==> src/rtl/load_store_unit.sv <==
// Load/store memory stage: one req/ack data-memory transaction per Start, with
// byte-lane steering and load extension. Define LSU_TIMEOUT_EN to abort stalled requests.
module load_store_unit #(
  parameter int TIMEOUT_CYCLES = 16
) (
  input  logic        clk,
  input  logic        reset,
  input  logic        Start,
  input  logic        MemWrite,
  input  logic [2:0]  Funct3,
  input  logic [31:0] ALUResult,
  input  logic [31:0] WriteData,
  output logic [31:0] ReadData,
  output logic        Done,
  output logic        Busy,
  output logic        Err,
  output logic        MemReq,
  output logic        MemWe,
  output logic [31:0] MemAddr,
  output logic [3:0]  MemBE,
  output logic [31:0] MemWData,
  input  logic [31:0] MemRData,
  input  logic        MemAck
);

  typedef enum logic [1:0] {IDLE, REQ, DONE} state_t;

  state_t      state, state_nx;
  logic        we_p1;
  logic [2:0]  f3_p1;
  logic [31:0] addr_p1;
  logic [31:0] wdata_p1;
  logic [3:0]  be_p1;
  logic        err_p1;
  logic [31:0] rdata_p2;
  logic        launch;
  logic        illegal;
  logic        timeout;

  if (TIMEOUT_CYCLES < 1) begin : g_bad_timeout
    $error("TIMEOUT_CYCLES must be at least 1");
  end

  function automatic logic access_illegal(input logic we, input logic [2:0] f3,
                                          input logic [1:0] a);
    case (f3)
      3'b000:  return 1'b0;
      3'b001:  return a[0];
      3'b010:  return a != 2'b00;
      3'b100:  return we;
      3'b101:  return we | a[0];
      default: return 1'b1;
    endcase
  endfunction

  function automatic logic [3:0] lane_be(input logic [2:0] f3, input logic [1:0] a);
    case (f3[1:0])
      2'b00:   return 4'b0001 << a;
      2'b01:   return 4'b0011 << a;
      default: return 4'b1111;
    endcase
  endfunction

  function automatic logic [31:0] lane_wdata(input logic [2:0] f3, input logic [31:0] d);
    case (f3[1:0])
      2'b00:   return {4{d[7:0]}};
      2'b01:   return {2{d[15:0]}};
      default: return d;
    endcase
  endfunction

  // Right-justify the addressed lane, then extend by width and signedness.
  function automatic logic [31:0] load_extend(input logic [2:0] f3, input logic [1:0] a,
                                              input logic [31:0] rd);
    logic signed [31:0] s;
    s = $signed(rd >> {a, 3'b000});
    case (f3)
      3'b000:  return {{24{s[7]}}, s[7:0]};
      3'b100:  return {24'd0, s[7:0]};
      3'b001:  return {{16{s[15]}}, s[15:0]};
      3'b101:  return {16'd0, s[15:0]};
      default: return s;
    endcase
  endfunction

  assign launch  = (state == IDLE) && Start;
  assign illegal = access_illegal(MemWrite, Funct3, ALUResult[1:0]);

`ifdef LSU_TIMEOUT_EN
  localparam int CW = $clog2(TIMEOUT_CYCLES + 1);
  localparam logic [CW-1:0] TO_LAST = CW'(TIMEOUT_CYCLES - 1);
  logic [CW-1:0] cnt_p1;

  // Ack in the final allowed cycle takes priority over the abort.
  assign timeout = (state == REQ) && !MemAck && (cnt_p1 == TO_LAST);

  always_ff @(posedge clk) begin
    if (reset || state != REQ) cnt_p1 <= '0;
    else if (!MemAck)          cnt_p1 <= cnt_p1 + 1'b1;
  end
`else
  assign timeout = 1'b0;
`endif

  always_ff @(posedge clk) begin
    if (reset) begin
      state  <= IDLE;
      err_p1 <= 1'b0;
    end else begin
      state <= state_nx;
      if (launch)       err_p1 <= illegal;
      else if (timeout) err_p1 <= 1'b1;
    end
  end

  always_comb begin
    state_nx = state;
    case (state)
      IDLE:    if (Start) state_nx = illegal ? DONE : REQ;
      REQ:     if (MemAck || timeout) state_nx = DONE;
      DONE:    state_nx = IDLE;
      default: state_nx = IDLE;
    endcase
  end

  // Request stage: latch the access; result stage: capture aligned load data.
  always_ff @(posedge clk) begin
    if (launch) begin
      we_p1    <= MemWrite;
      f3_p1    <= Funct3;
      addr_p1  <= ALUResult;
      be_p1    <= lane_be(Funct3, ALUResult[1:0]);
      wdata_p1 <= lane_wdata(Funct3, WriteData);
      rdata_p2 <= '0;
    end else if (state == REQ && MemAck && !we_p1) begin
      rdata_p2 <= load_extend(f3_p1, addr_p1[1:0], MemRData);
    end
  end

  always_comb begin
    MemReq   = (state == REQ);
    MemWe    = MemReq & we_p1;
    MemAddr  = MemReq ? {addr_p1[31:2], 2'b00} : 32'd0;
    MemBE    = MemReq ? be_p1 : 4'd0;
    MemWData = MemWe ? wdata_p1 : 32'd0;
    Done     = (state == DONE);
    Busy     = (state != IDLE);
    Err      = Done & err_p1;
    ReadData = Done ? rdata_p2 : 32'd0;
  end

endmodule

==> config.mk <==
export PLATFORM = sky130hd
export DESIGN_NAME = load_store_unit
export DESIGN_NICKNAME = d
export VERILOG_FILES = /design/src/rtl/load_store_unit.sv
export SDC_FILE = /design/constraint.sdc
export NUM_CORES = 1
export LEC_CHECK = 0
export CAP_MARGIN = 25
export CORE_MARGIN = 8
export CORE_UTILIZATION = 44
export CTS_CLUSTER_SIZE = 28
export DETAILED_ROUTE_END_ITERATION = 7
export GPL_TIMING_DRIVEN = 0
export PLACE_DENSITY = 0.78
export RECOVER_POWER = 25
export SYNTH_ARGS = -nofsm -noshare
export SYNTH_HDL_FRONTEND = slang
export SYNTH_SLANG_ARGS = --single-unit
==> constraint.sdc <==
create_clock -name clk -period 4.2 [get_ports clk]
set_input_delay 0.63 -clock clk [delete_from_list [all_inputs] [get_ports clk]]
set_output_delay 0.63 -clock clk [all_outputs]
set_load 0.005 [all_outputs]
# ---- After elaboration in Yosys (flattened, before gate mapping)
# Cells that the tools add are included.
dict set report totals {
  input_bits 104
  elab_cells 49
  reg_bits 107
  out_inout_bits 105
}
dict set report op_classes {
  eq_ne 12
  n_mux 12
  n_reduce_logical 11
  n_shift 3
  bitwise_logic 3
}
# operator n
set op_table {}
lappend op_table {{32-bit one-hot mux with 4 select lines} 1}
lappend op_table {{32-bit two-way mux} 3}
lappend op_table {{32-bit one-hot mux with 2 select lines} 1}
lappend op_table {{32-bit by 5-bit right shift with 32-bit output} 1}
lappend op_table {{3-bit equality test (second input constant)} 4}
lappend op_table {{4-bit one-hot mux with 2 select lines} 1}
lappend op_table {{3-bit by 1-bit equality test with 1-bit output (second input constant)} 2}
lappend op_table {{3-bit zero test} 2}
lappend op_table {{2-bit two-way mux} 3}
lappend op_table {{1-bit one-hot mux with 5 select lines} 1}
lappend op_table {{2-bit by 1-bit equality test with 1-bit output (second input constant)} 2}
lappend op_table {{2-bit zero test} 2}
lappend op_table {{4-bit two-way mux} 1}
lappend op_table {{2-bit one-hot mux with 2 select lines} 1}
lappend op_table {{2-bit nonzero test} 2}
lappend op_table {{1-bit by 2-bit left shift with 4-bit output (first input constant)} 1}
lappend op_table {{2-bit by 2-bit left shift with 4-bit output (first input constant)} 1}
lappend op_table {{3-bit by 2-bit equality test with 1-bit output (second input constant)} 1}
lappend op_table {{1-bit logical AND} 3}
lappend op_table {{1-bit AND} 2}
lappend op_table {{2-bit equality test (second input constant)} 1}
lappend op_table {{2-bit by 1-bit inequality test with 1-bit output (second input constant)} 1}
lappend op_table {{2-bit inequality test (second input constant)} 1}
lappend op_table {{2-bit AND reduction} 1}
lappend op_table {{2 further kinds} 2}

# ---- Longest topological paths before layout
# Gate-level depths: netlist (run 1).
dict set report logic_depth {
  depth_word 5
  ltp_mapped 7
  mapped_depth_nobuf 4
}

# ---- Least setup slack after synthesis (run 1)
# Ideal clock, no wire load.
dict set report synth_timing {
  path_type {input -> register}
  start {input Start}
  end {register addr_p1[0] (enable)}
  arrival_time_ns 3.109
  t_required_ns 3.735
  path_buffers 2
  path_slack_ns 0.627
  path_stages 4
  path_cell_list {nand2b_1 buf_1 nor2_1 clkbuf_1}
}
dict set report synth_via {
  elab_chain_cells 1
}
# element line_no
set synth_rtl {}
lappend synth_rtl {{start, declared} 8} ;# input logic Start,
lappend synth_rtl {{1-bit logical AND} 86} ;# assign launch = (state == IDLE) && Start;
lappend synth_rtl {{named net launch} 36} ;# logic launch;
lappend synth_rtl {{end signal, assigned} 131} ;# addr_p1 <= ALUResult;
lappend synth_rtl {{end, declared} 31} ;# logic [31:0] addr_p1;
# The timed path passes the listed nets, and every way through them passes these cells.
# A chain may end at the register's enable or synchronous reset.

# ---- Worst setup path in the final report (run 1)
dict set report layout_timing {
  start {register state[0]}
  end {output MemAddr[23]}
}
dict set report layout_via {
  elab_chain_cells 2
}
# element line_no
set layout_rtl {}
lappend layout_rtl {{start, declared} 28} ;# state_t state, state_nx;
lappend layout_rtl {{start signal, assigned} 110} ;# state <= state_nx;
lappend layout_rtl {{2-bit by 1-bit equality test with 1-bit output} 141} ;# MemReq = (state == REQ);
lappend layout_rtl {{32-bit two-way mux} 143} ;# MemAddr = MemReq ? {addr_p1[31:2], 2'b00} : 32'd0;
lappend layout_rtl {{end, declared} 19} ;# output logic [31:0] MemAddr,
# No other way between the ends.

==> results of run 1 <==
-- stage by stage --
stage | util | power (mW)
detailed placement | 0.653 | 1.64
floorplan | - | 1.42
global route | 0.677 | 2.53
CTS | 0.677 | 2.46
finish | 0.677 | 2.43
global placement | 0.650 | 1.63
-- path summary, 6_finish.rpt --
path / cells after the start / endpoint / slack [ps] / from
min reg2reg: 2 / rdata_p2[7] / 450 / rdata_p2[7]
max reg2reg: 5 / addr_p1[6] / 1570 / state[1]
max: 5 / MemAddr[23] / 880 / state[0]
min: 2 / rdata_p2[7] / 450 / rdata_p2[7]
-- layer usage --
metal,share of wire,routed length (um),vias up
met4,0.025,420,0
li1,-,-,2140
met2,0.48,8230,238
met5,0,0,-
met3,0.11,1860,33
met1,0.38,6510,2122
-- report_power, final --
group | switching (mW) | total, mW | leakage (nW) | internal (mW)
clock | 0.377 | 0.815 | 0.138 | 0.438
sequential | 0.0223 | 1.23 | 0.975 | 1.21
combinational | 0.187 | 0.385 | 1.80 | 0.198
total | 0.586 | 2.43 | 2.92 | 1.84
-- layout by cell type, fill, tap and decap left out, types with 2 or more instances in the layout --
master	instances
sky130_fd_sc_hd__clkdlybuf4s50_1	161
sky130_fd_sc_hd__edfxtp_1	72
sky130_fd_sc_hd__and2_1	69
sky130_fd_sc_hd__nand2_1	48
sky130_fd_sc_hd__dlygate4sd3_1	45
sky130_fd_sc_hd__dfxtp_1	35
sky130_fd_sc_hd__clkbuf_1	33
sky130_fd_sc_hd__o21ai_0	33
sky130_fd_sc_hd__and3_1	32
sky130_fd_sc_hd__a21oi_1	26
sky130_fd_sc_hd__mux2_2	25
sky130_fd_sc_hd__mux2i_1	23
sky130_fd_sc_hd__a22oi_1	16
sky130_fd_sc_hd__o211ai_1	14
sky130_fd_sc_hd__clkbuf_16	10
sky130_fd_sc_hd__nor2_1	7
sky130_fd_sc_hd__nand3b_1	7
sky130_fd_sc_hd__nor2b_1	6
sky130_fd_sc_hd__or2_2	3
sky130_fd_sc_hd__buf_2	3
sky130_fd_sc_hd__inv_1	3
sky130_fd_sc_hd__nand2b_1	2
sky130_fd_sc_hd__buf_1	2
sky130_fd_sc_hd__buf_6	2
sky130_fd_sc_hd__mux4_2	2
sky130_fd_sc_hd__o21bai_1	2
sky130_fd_sc_hd__a221oi_1	2
sky130_fd_sc_hd__nor3_1	2
sky130_fd_sc_hd__buf_4	2
sky130_fd_sc_hd__conb_1	2
sky130_fd_sc_hd__clkinv_2	2
-- logic make-up after synthesis --
| family | count (synthesis) |
|---|---|
| AO/OA/AOI/OAI | 98 |
| buffers and inverters | 43 |
| multiplexers | 51 |
| flip-flops | 107 |
| AND/OR/NAND/NOR | 177 |
| other | 1 |
-- final cells by class --
class	instances	area share
plain buffers	40	0.0227
clock buffers	12	0.0332
clock inverters	4	0.00306
inverters	3	0.00145
multi-input cells	328	0.278
flip-flops and latches	107	0.369
well taps	143	0.0231
repair buffers	207	0.269
-- worst max-delay path: cells and delay by family, from the launching register on --
family                 cells  cell delay, ps
AND/OR/NAND/NOR            2             710
flip-flops                 1             400
buffers and inverters      3            1250
-- registers in the layout, summed over array words and instances, names as in the netlist --
register and count:
be_p1 4, state 2, rdata_p2 32, f3_p1 3, wdata_p1 32, addr_p1 32, we_p1 1, err_p1 1
==> qor.yml, run 1 <==
status:
  status: "finished clean"
clock_tree:
  cts_resized: 0
  cts_tree: "built"
  max-clock-path-buffers: 2
  clk-insertion-delay-late_ps: 340
  ctsRootBufferMaster: "sky130_fd_sc_hd__clkbuf_16"
  cts_inserted_buffers: 9
  cts-htree-levels: 3
  cts.repair_timing.setup_buffer_count: 0
  numClockSinks: 107
  cts.clk_slew.worst_paths_ps: 70
  postCtsHoldBufs: 0
layout:
  antenna_cells_inserted: 0
  ff_latch_area_um2: 2860
  areaGrowthSynthToFinish_pct: 49.0
  postLayoutCellArea_um2: 7760
  num-nets-final: 800
  final_layout_size_suffix_gt1_frac: 0.0770
  area_of_the_multi_input_gates_um2: 2160
  fillCellCount: 874
  instances_no_fill: 844
grt:
  first_pass_grt_wire_length_um: 26500
  initial_antenna_violation_count: 0
  groute.layer.met2.usage: 0.358
  groute.usage.overall: 0.213
  global_route.usage.met3: 0.0970
  grt_overflow_total: 0
  gr-max-usage-layer: "met2"
  maximum_number_of_pins_on_one_net_before_global_route_repair: 60
  met1_usage: 0.232
  via_count_of_the_first_global_routing_pass: 4809
synth:
  netlist.top_cell.by_area: "sky130_fd_sc_hd__edfxtp_1"
  synth_cells: 477
  post_synthesis_instance_area_um2: 5210
  synth-adder-area-share: 0
  synth_cell_type_count: 33
  synth_area_per_cell_um2: 10.9
  synth_area_leaders: "sky130_fd_sc_hd__edfxtp_1 (42%), sky130_fd_sc_hd__dfxtp_1 (13%), sky130_fd_sc_hd__and2_1 (8.3%)"
  yosysWarningCount: 0
  synth_ff_type: "sky130_fd_sc_hd__edfxtp_1"
  total_of_flip_flops_plus_latches_after_synthesis: 107
  yosys.area_share.simple: 0.189
  post_synthesis_sequential_area_ratio: 0.550
  synth_edf_count: 72
  yosys.cell_count.top_type: "sky130_fd_sc_hd__edfxtp_1"
  synth.cells.most_frequent: "sky130_fd_sc_hd__edfxtp_1 (72), sky130_fd_sc_hd__and2_1 (69), sky130_fd_sc_hd__nand2_1 (48)"
  ys_async_sr_fraction: 0
  synth_top_family_by_area: "simple AND/OR/NAND/NOR gates"
  synth_xor_xnor_area_share: 0
  mux_contribution_to_synthesized_area: 0.109
  yosys.area.top_type_share: 0.415
  synth-compound-area-share: 0.116
timing:
  postLayoutSetupSlackWorst_ps: 877
  maximum_operating_frequency_ghz: 0.301
  final.setup_skew_ps: 7.64
  timing_max_transition_violations_final: 0
  grt_setup_unrepaired: "no"
  setup_tns_ps: 0
  report.final.setup_viol: 0
  max_slew.worst_pin.slew_ps: 1330
  hold_viol_final: 0
  maxSlewHeadroom: 0.114
  timing.final.crit_share: 0.791
  fin_crit_ps: 3320
  timing.hold.ws_ps: 452
placed_design:
  place_inst: 828
  dp.final_hpwl_um: 13000
  gp_routability_congestion: 0.954
  preCtsSetupSlack_ps: 1190
  portBuffers: 206
  dpl_cell_area_um2: 7480
floorplan:
  floorplan.io_pins: 209
  fp.dieH_um: 125
  core_region_area_um2: 11500
  die_area_um2: 15600
  floorplan.die.width_um: 125
  rows: 39
  initial_utilization: 0.454
power:
  power_leakage_nw: 2.92
  power-per-cell-area_nw_per_um2: 313
  ir_drop_mv: 0.254
routing:
  wl_per_cell_um: 20.2
  drt_iter0_markers: 340
  detail_route.drc_violations: 0
  drt_first_pass_iters: 5
  routed_via_density: 5.37
  ant_nets: 0
  total_via_count_in_the_routed_design: 4533
  routed_wl_um: 17000
worst_setup_path:
  worstPathMaxFanout: 10
  critPathArrivalTime_ps: 2690
  worstPathRequired_ps: 3570
  critical_path.max_stage_delay_ps: 530
  setup.worst_path.end_class: "output port"
  path_class: "reg -> out"
  worst_setup_path_start_kind: "register"
  most_frequent_cp_cell: "sky130_fd_sc_hd__clkbuf_1"
  timing.critical_path.slowest_stage_cell: "sky130_fd_sc_hd__clkdlybuf4s50_1"
  crit_path_cell_trace: "nor2b_1 > clkbuf_1 > clkbuf_1 > and2_1 > clkdlybuf4s50_1"
run:
  drv_cap: 0
min_path:
  holdCritPathClass: "reg -> reg"
No activity file was read; power rests on OpenSTA's default activity.
==> inputs of run 2 (changes only) <==
Clock period 4.2 ns to 3.3 ns, I/O delays scaled along.
==> run 2 against run 1 <==
Compared with the run above: cell area barely moved; clock power increased by 26%; sequential share of layout area is essentially flat; critical path type unchanged; critical endpoint is now MemAddr[21]; largest power group unchanged; highest routed layer is now met5.
==> qor.yml, run 2 (synthesis results as in run 1) <==
status:
  status: "finished clean"  # unchanged
timing:
  maximum_operating_frequency_ghz: 0.328
  grt_setup_unrepaired: "no"  # unchanged
  max_slew.worst_pin.slew_ps: 937  # was 1330 ps
  fin_crit_ps: 3050
  hold_viol_final: 0  # unchanged
  timing.hold.ws_ps: 461  # was 452 ps
  setup_tns_ps: 0  # unchanged
  report.final.setup_viol: 0  # unchanged
  maxSlewHeadroom: 0.375  # was 0.114
  timing_max_transition_violations_final: 0  # unchanged
  final.setup_skew_ps: 5.99  # was 7.64 ps
  timing.final.crit_share: 0.924
floorplan:
  floorplan.die.width_um: 125  # unchanged
  rows: 39  # unchanged
  core_region_area_um2: 11500  # unchanged
  initial_utilization: 0.454  # unchanged
  fp.dieH_um: 125  # unchanged
  floorplan.io_pins: 209  # unchanged
  die_area_um2: 15600  # unchanged
clock_tree:
  postCtsHoldBufs: 0  # unchanged
  clk-insertion-delay-late_ps: 340  # about the same
  cts_resized: 0  # unchanged
  ctsRootBufferMaster: "sky130_fd_sc_hd__clkbuf_16"  # unchanged
  numClockSinks: 107  # unchanged
  cts_tree: "built"  # unchanged
  cts.clk_slew.worst_paths_ps: 70  # about the same
  cts-htree-levels: 3  # unchanged
  cts_inserted_buffers: 9  # unchanged
  cts.repair_timing.setup_buffer_count: 0  # unchanged
  max-clock-path-buffers: 2  # unchanged
routing:
  total_via_count_in_the_routed_design: 4595  # was 4533
  drt_iter0_markers: 317  # was 340
  routed_wl_um: 16500  # was 17000 um
  routed_via_density: 5.44  # was 5.37
  dr_wl_met2_um: 7900  # was 8230 um
  detail_route.drc_violations: 0  # unchanged
  ant_nets: 0  # unchanged
  drt_first_pass_iters: 5  # unchanged
  topRoutingLayerUsed: "met5"  # was met4
  wl_met3_um: 1910  # was 1860 um
  wl_per_cell_um: 19.6  # was 20.2 um
  m1WireLength_um: 6430  # was 6510 um
worst_setup_path:
  worstPathMaxFanout: 10  # unchanged
  worstPathRequired_ps: 2800  # was 3570 ps
  r2r_setup_slack_ps: 1060  # was 1570 ps
  critPathArrivalTime_ps: 2550  # was 2690 ps
  path_class: "reg -> out"  # unchanged
  worst_setup_path_start_kind: "register"  # unchanged
  setup.worst_path.end_class: "output port"  # unchanged
layout:
  instances_no_fill: 844  # unchanged
  layout_common_cells: "sky130_fd_sc_hd__clkdlybuf4s50_1 (161), sky130_fd_sc_hd__edfxtp_1 (72), sky130_fd_sc_hd__and2_1 (69), sky130_fd_sc_hd__nand2_1 (48), sky130_fd_sc_hd__dlygate4sd3_1 (45)"  # unchanged
  antenna_cells_inserted: 0  # unchanged
  layout_commonest_cell: "sky130_fd_sc_hd__clkdlybuf4s50_1"  # unchanged
  num-nets-final: 800  # unchanged
  largestRegisters: "addr_p1 x32, rdata_p2 x32, wdata_p1 x32"  # unchanged
  final_layout_size_suffix_gt1_frac: 0.0770  # unchanged
  areaGrowthSynthToFinish_pct: 49.0  # about the same
placed_design:
  dp.final_hpwl_um: 12900  # was 13000 um
  place_inst: 828  # unchanged
  gp_routability_congestion: 0.841  # was 0.954
  portBuffers: 206  # unchanged
grt:
  initial_antenna_violation_count: 1  # was 0
  first_pass_grt_wire_length_um: 25700  # was 26500 um
  maximum_number_of_pins_on_one_net_before_global_route_repair: 47  # was 60
  grt_overflow_total: 0  # unchanged
  via_count_of_the_first_global_routing_pass: 4798  # was 4809
  groute.usage.overall: 0.204  # was 0.213
power:
  power_leakage_nw: 2.92  # about the same
  power-per-cell-area_nw_per_um2: 397  # was 313 nW/um^2
  ir_drop_mv: 0.308  # was 0.254 mV
min_path:
  holdCritPathClass: "reg -> reg"  # unchanged
run:
  drv_cap: 0  # unchanged
-- run 2: cell types whose count changed in the layout (fill, tap and decap cells not counted) --
| cell | delta |
|---|---|
| sky130_fd_sc_hd__mux2_1 | -1 |
| sky130_fd_sc_hd__clkinv_2 | -2 |
| sky130_fd_sc_hd__inv_4 | -1 |
| sky130_fd_sc_hd__mux2_2 | +1 |
| sky130_fd_sc_hd__clkbuf_8 | +1 |
| sky130_fd_sc_hd__buf_12 | +1 |
| sky130_fd_sc_hd__inv_1 | +1 |
| sky130_fd_sc_hd__buf_16 | -1 |
| sky130_fd_sc_hd__clkbuf_2 | +1 |
-- run 2: critical path, stage by stage, from the launching register on --
cell and delay (ps):
sky130_fd_sc_hd__dfxtp_1 400, sky130_fd_sc_hd__nor2b_1 420, sky130_fd_sc_hd__clkbuf_1 380, sky130_fd_sc_hd__clkbuf_1 320
sky130_fd_sc_hd__and2_1 180, sky130_fd_sc_hd__clkdlybuf4s50_1 510
-- run 2: stage by stage --
stage	area [um^2]	util	worst slack (ps)	total power [mW]
after floorplan	5210	-	1030	1.81
after global placement	7450	0.650	75.7	2.07
after detailed placement	7480	0.652	587	2.08
after CTS	7760	0.677	192	3.11
after global routing	7760	0.677	16.5	3.19
final	7760	0.677	250	3.08
-- run 2: per-layer routing --
metal | up-vias | track usage
met5 | - | 0
li1 | 2153 | -
met4 | 2 | 0.0638
met2 | 253 | 0.340
met1 | 2160 | 0.229
met3 | 27 | 0.0915
-- run 2: worst paths after layout --
| kind | startpoint | to | cells after the start |
|---|---|---|---|
| min | rdata_p2[2] | rdata_p2[2] | 2 |
| max reg2reg | state[1] | addr_p1[27] | 5 |
| max | state[0] | MemAddr[21] | 5 |
| min reg2reg | rdata_p2[2] | rdata_p2[2] | 2 |
-- run 2: final cells by class --
type	count	area [um^2]
fillers	909	3710
clock inverters	2	11.3
multi-input cells	328	2160
inverters	3	11.3
repair buffers	207	2080
well taps	143	179
plain buffers	40	178
flip-flops and latches	107	2860
clock buffers	14	275
-- run 2: where the power goes --
part | switching (mW) | internal, mW | total (mW)
logic | 0.231 | 0.250 | 0.482
clock network | 0.457 | 0.578 | 1.03
registers | 0.0295 | 1.54 | 1.57
total | 0.718 | 2.37 | 3.08
